## src/rtl/multicycle_control.sv

```systemverilog
// Multi-cycle LEGv8 control FSM: FETCH/DECODE/EXEC/MEM/WB sequencing with wait-stated memory handshake.
// Optional branch decode (CBZ/CBNZ/B) is enabled by defining MC_CTRL_BRANCH_EN.
module multicycle_control #(
  parameter int unsigned OPCODE_W = 11,
  parameter int unsigned ALUOP_W  = 3,
  parameter int unsigned WAIT_MAX = 15
) (
  input  logic                clk,
  input  logic                rst,
  input  logic [OPCODE_W-1:0] opcode,
  input  logic                mem_ready,
  input  logic                zero,
  output logic                pc_write,
  output logic [1:0]          pc_src,
  output logic                ir_write,
  output logic                iord,
  output logic                mem_read,
  output logic                mem_write,
  output logic                mem_to_reg,
  output logic                reg_write,
  output logic                reg2loc,
  output logic                alu_src,
  output logic [ALUOP_W-1:0]  alu_op,
  output logic                beq,
  output logic                bne,
  output logic                jump,
  output logic                illegal,
  output logic                mem_timeout,
  output logic                busy
);

  localparam int unsigned CNT_W = (WAIT_MAX == 0) ? 1 : $clog2(WAIT_MAX + 1);

  typedef enum logic [2:0] {
    S_RESET_IDLE,
    S_FETCH,
    S_DECODE,
    S_EXEC,
    S_MEM,
    S_WB
  } state_t;

  typedef enum logic [2:0] {
    CLS_NONE,
    CLS_LD,
    CLS_ST,
    CLS_R,
    CLS_CBZ,
    CLS_CBNZ,
    CLS_B,
    CLS_ILL
  } cls_t;

  state_t           state, state_nx;
  cls_t             cls_q, cls_nx, dec_cls;
  logic [CNT_W-1:0] cnt_q, cnt_nx;
  logic             in_wait, tmo;

  // Opcode to instruction class; branch patterns only exist when branches are built in
  function automatic cls_t decode_cls(input logic [10:0] op);
    cls_t c;
    c = CLS_ILL;
    casez (op)
      11'b11111000010: c = CLS_LD;
      11'b11111000000: c = CLS_ST;
      11'b10001011000,
      11'b11001011000,
      11'b10001010000,
      11'b10101010000: c = CLS_R;
`ifdef MC_CTRL_BRANCH_EN
      11'b10110100???: c = CLS_CBZ;
      11'b10110101???: c = CLS_CBNZ;
      11'b000101?????: c = CLS_B;
`endif
      default:         c = CLS_ILL;
    endcase
    return c;
  endfunction

`ifndef MC_CTRL_BRANCH_EN
  logic unused_zero;
  assign unused_zero = zero;
`endif

  assign dec_cls = decode_cls(11'(opcode));
  assign in_wait = (state == S_FETCH) || (state == S_MEM);
  assign tmo     = in_wait && !mem_ready && (WAIT_MAX != 0) && (cnt_q == CNT_W'(WAIT_MAX));

  always_ff @(posedge clk or posedge rst) begin
    if (rst) begin
      state <= S_RESET_IDLE;
      cls_q <= CLS_NONE;
      cnt_q <= '0;
    end else begin
      state <= state_nx;
      cls_q <= cls_nx;
      cnt_q <= cnt_nx;
    end
  end

  // Wait counter restarts whenever a wait state is (re)entered; saturates instead of wrapping
  always_comb begin
    cnt_nx = '0;
    if (in_wait && !mem_ready && !tmo) begin
      cnt_nx = (cnt_q == '1) ? cnt_q : cnt_q + CNT_W'(1);
    end
  end

  always_comb begin
    state_nx    = state;
    cls_nx      = cls_q;
    pc_write    = 1'b0;
    pc_src      = 2'd0;
    ir_write    = 1'b0;
    iord        = 1'b0;
    mem_read    = 1'b0;
    mem_write   = 1'b0;
    mem_to_reg  = 1'b0;
    reg_write   = 1'b0;
    reg2loc     = 1'b0;
    alu_src     = 1'b0;
    alu_op      = '0;
    beq         = 1'b0;
    bne         = 1'b0;
    jump        = 1'b0;
    illegal     = 1'b0;
    mem_timeout = 1'b0;
    busy        = (state != S_RESET_IDLE);

    case (state)
      S_RESET_IDLE: state_nx = S_FETCH;

      S_FETCH: begin
        mem_read = 1'b1;
        if (mem_ready) begin
          ir_write = 1'b1;
          pc_write = 1'b1;
          state_nx = S_DECODE;
        end else if (tmo) begin
          mem_timeout = 1'b1;
          state_nx    = S_FETCH;
        end
      end

      // DECODE acts on the live opcode because the class register only loads at its end
      S_DECODE: begin
        cls_nx = dec_cls;
        case (dec_cls)
`ifdef MC_CTRL_BRANCH_EN
          CLS_B: begin
            jump     = 1'b1;
            pc_write = 1'b1;
            pc_src   = 2'd2;
            state_nx = S_FETCH;
          end
`endif
          CLS_ILL: begin
            illegal  = 1'b1;
            state_nx = S_FETCH;
          end
          default: state_nx = S_EXEC;
        endcase
      end

      S_EXEC: begin
        case (cls_q)
          CLS_LD: begin
            alu_src  = 1'b1;
            state_nx = S_MEM;
          end
          CLS_ST: begin
            alu_src  = 1'b1;
            reg2loc  = 1'b1;
            state_nx = S_MEM;
          end
          CLS_R: begin
            alu_op   = ALUOP_W'(3'b010);
            state_nx = S_WB;
          end
`ifdef MC_CTRL_BRANCH_EN
          CLS_CBZ, CLS_CBNZ: begin
            reg2loc  = 1'b1;
            alu_op   = ALUOP_W'(3'b001);
            pc_src   = 2'd1;
            beq      = (cls_q == CLS_CBZ);
            bne      = (cls_q == CLS_CBNZ);
            pc_write = (cls_q == CLS_CBZ) ? zero : !zero;
            state_nx = S_FETCH;
          end
`endif
          default: state_nx = S_FETCH;
        endcase
      end

      S_MEM: begin
        iord      = 1'b1;
        alu_src   = 1'b1;
        mem_read  = (cls_q == CLS_LD);
        mem_write = (cls_q == CLS_ST);
        reg2loc   = (cls_q == CLS_ST);
        if (mem_ready) begin
          state_nx = (cls_q == CLS_LD) ? S_WB : S_FETCH;
        end else if (tmo) begin
          mem_timeout = 1'b1;
          state_nx    = S_FETCH;
        end
      end

      S_WB: begin
        reg_write  = 1'b1;
        mem_to_reg = (cls_q == CLS_LD);
        state_nx   = S_FETCH;
      end

      default: state_nx = S_FETCH;
    endcase
  end

endmodule

```

## config.mk

```make
export PLATFORM = sky130hd
export DESIGN_NAME = multicycle_control
export DESIGN_NICKNAME = d
export VERILOG_FILES = /design/src/rtl/multicycle_control.sv
export SDC_FILE = /design/constraint.sdc
export NUM_CORES = 1
export LEC_CHECK = 0
export ABC_AREA = 1
export CORE_ASPECT_RATIO = 1.4
export CORE_UTILIZATION = 32
export CTS_CLUSTER_SIZE = 14
export DETAILED_ROUTE_END_ITERATION = 10
export GPL_TIMING_DRIVEN = 1
export PLACE_DENSITY = 0.69
export SLEW_MARGIN = 15
export SYNTH_ARGS = -nofsm -noshare
export SYNTH_HDL_FRONTEND = slang
export SYNTH_SLANG_ARGS = --single-unit
```

## constraint.sdc

```tcl
create_clock -name clk -period 1.45 [get_ports clk]
set_input_delay 0.145 -clock clk [delete_from_list [all_inputs] [get_ports clk]]
set_output_delay 0.145 -clock clk [all_outputs]
set_load 0.05 [all_outputs]
```

==> out/qor.csv <==
metric,value,unit
dieArea,0.00261,mm²
critPathArrivalTime,1.49,ns
routedWlPerCell,11.4,µm
clockBufferDepth,2,
powerDensity,1640,mW/mm²
first_global_vias,970,
initial_core_util,34.6,%
drtAntennaViolNets,0,
required,1.31,ns
syn-cell-area,769,µm²
syn2layout_area_growth,110,%
fin_skew,0.00183,ns
vdd_drop_max,0.812,mV
grt_antenna_before_repair,0,
synthTopCellsByCount,"nand2_1, inv_1, nor2_1",
synth.avg_cell_area,6.52,µm²
synth_cell_types,25,
finalSetupViolations,10,
critical_path_peak_fanout,3,
cts.reportedPaths.clkPinSlew,0.06,ns
drt_iter0_drc,13,
viasPerCell,4.83,
grt_max_degree,11,
yosys_warnings,0,
place.gp.congestion,0.813,
h-tree-depth,1,
maxCapViolations,0,
finalWorstSetupSlack,-0.185,ns
netlist_instances,118,
p_leak,0.000800,µW
dr.pass1.iters,7,
core,0.00223,mm²
synth-main-ff-cell,dfrtp_1,
finalHoldViolations,0,
ios,35,
cts_made_buffers,3,
cts_tree,yes,
ys_ff_latch,10,
synthTopCellsByArea,"dfrtp_1, nand2_1, inv_1",
rsz0062_at_grt,true,
violations,"design-rule violations, negative setup slack",
ys_seq_area_share,32.5,%
synth_top_area_share,32.5,%
routed_wl,2240,µm
portBuffers,26,
synth.largest_area_cell,dfrtp_1,
critPathLaunchType,flop,
n_antenna_cell,0,
drv_slew,0,
hpwl,1580,µm
dieHeight,60.0,µm
postSynth.asyncResetShare,100,%
rows,20,
drive_gt1_share,47.7,%
yosysMostFrequentCell,nand2_1,
overflow,0,
grtUsageTotal,20.3,%
hp-class,in2async,
cts_root_buffer,clkbuf_4,
drcViolationCount,6,
endpoint_kind,output pin,
cts_sinks,10,
vias,946,
nNetsFinal,191,
timing.fmax,0.612,GHz
status,finished with violations,
crit_type,reg2out,
period_minus_slack,1.63,ns
dieWidth,43.4,µm
grt_pass1_wl,3810,µm
setup_tns,-0.977,ns
fin_crit_sh,113,%
synth_edf_count,0,
hold_ws,0.128,ns
reg2regPathDepth,8,
clkLatencyLatePin,0.27,ns
-- worst max-delay path: stages, from the launching register on --
cell and delay [ns]:
dfrtp_1 0.40, buf_6 0.13, nor2_4 0.10, nand2_4 0.08, nor2_4 0.14, nor2_4 0.06
nor3_4 0.14, buf_12 0.16
-- placed cells by master, fill, tap and decap left out, types with 7 or more instances in the layout --
| cell type | n |
|---|---|
| inv_1 | 15 |
| buf_6 | 7 |
| buf_4 | 21 |
| buf_12 | 13 |
| nor2_1 | 11 |
| clkdlybuf4s50_1 | 13 |
| dfrtp_1 | 8 |
| conb_1 | 7 |
| inv_2 | 9 |
| nor2_4 | 8 |
| nand2_1 | 17 |
-- where the power goes --
group	leakage [µW]	internal (µW)	switching (µW)
combinational	0.000657	893	1030
sequential	0.000122	363	109
clock	0.0000210	153	99.7
-- layer usage --
metal	GRT usage [%]	share of wire [%]	wire [µm]	up-vias
li1	-	-	-	467
met1	16.5	30	670	437
met2	42.4	63	1420	37
met3	2.11	3.9	87	5
met4	14.3	2.9	65	0
met5	0	0	0	-
-- state kept, by name, indices dropped and copies added, names as in the netlist --
name	flops
cnt_q	4
cls_q	3
state	3
-- cell families after synthesis --
family	Yosys count	synth area share [%]
and+or+nand+nor	63	36.7
buffers and inverters	32	19.5
AOI/OAI and AO/OA	10	7.97
DFF	10	32.5
xor gates and xnor gates	1	1.14
adders and majority gates	1	1.63
other	1	0.487
-- metrics by stage --
step | instances | setup slack [ns] | instance area [µm²] | util (%) | power [µW]
2_1_floorplan | 124 | -0.0444 | 886 | - | 1300
3_3_place_gp | 176 | -0.0259 | 1330 | 59.9 | 1880
3_5_place_dp | 176 | -0.0704 | 1330 | 59.9 | 1900
4_1_cts | 191 | -0.172 | 1540 | 69.1 | 2460
5_1_grt | 196 | -0.259 | 1620 | 72.5 | 2780
6_report | 196 | -0.185 | 1620 | 72.5 | 2650
-- cell type report --
cell class / count / area [µm²]
inverter: 24 / 90.1
timing repair buffer: 54 / 627
sequential: 10 / 253
multi-input combinational: 82 / 582
tap: 22 / 27.5
clock buffer: 4 / 36.3
fill: 164 / 612
-- worst paths after layout --
kind / startpoint / end / slack, ns
setup / recovery: state[1]$_DFF_PP0_ / mem_timeout / -0.18
max in group asynchronous: rst / state[0]$_DFF_PP0_ / 1.05
hold reg to reg: cnt_q[0]$_DFFE_PP0P_ / cnt_q[0]$_DFFE_PP0P_ / 0.46
hold / removal: rst / state[1]$_DFF_PP0_ / 0.13
setup reg to reg: state[1]$_DFF_PP0_ / cls_q[2]$_DFFE_PP0P_ / 0.07
min in group clk: cnt_q[0]$_DFFE_PP0P_ / cnt_q[0]$_DFFE_PP0P_ / 0.46
-- what timing repair did --
item	CTS	global route
gates resized for setup	26	10
endpoints found under the setup margin	11	13
hold buffers	0	0
setup buffers	11	6
pin swaps	13	3
endpoints found under the hold margin	0	0
No activity file was read; power rests on OpenSTA's default activity.
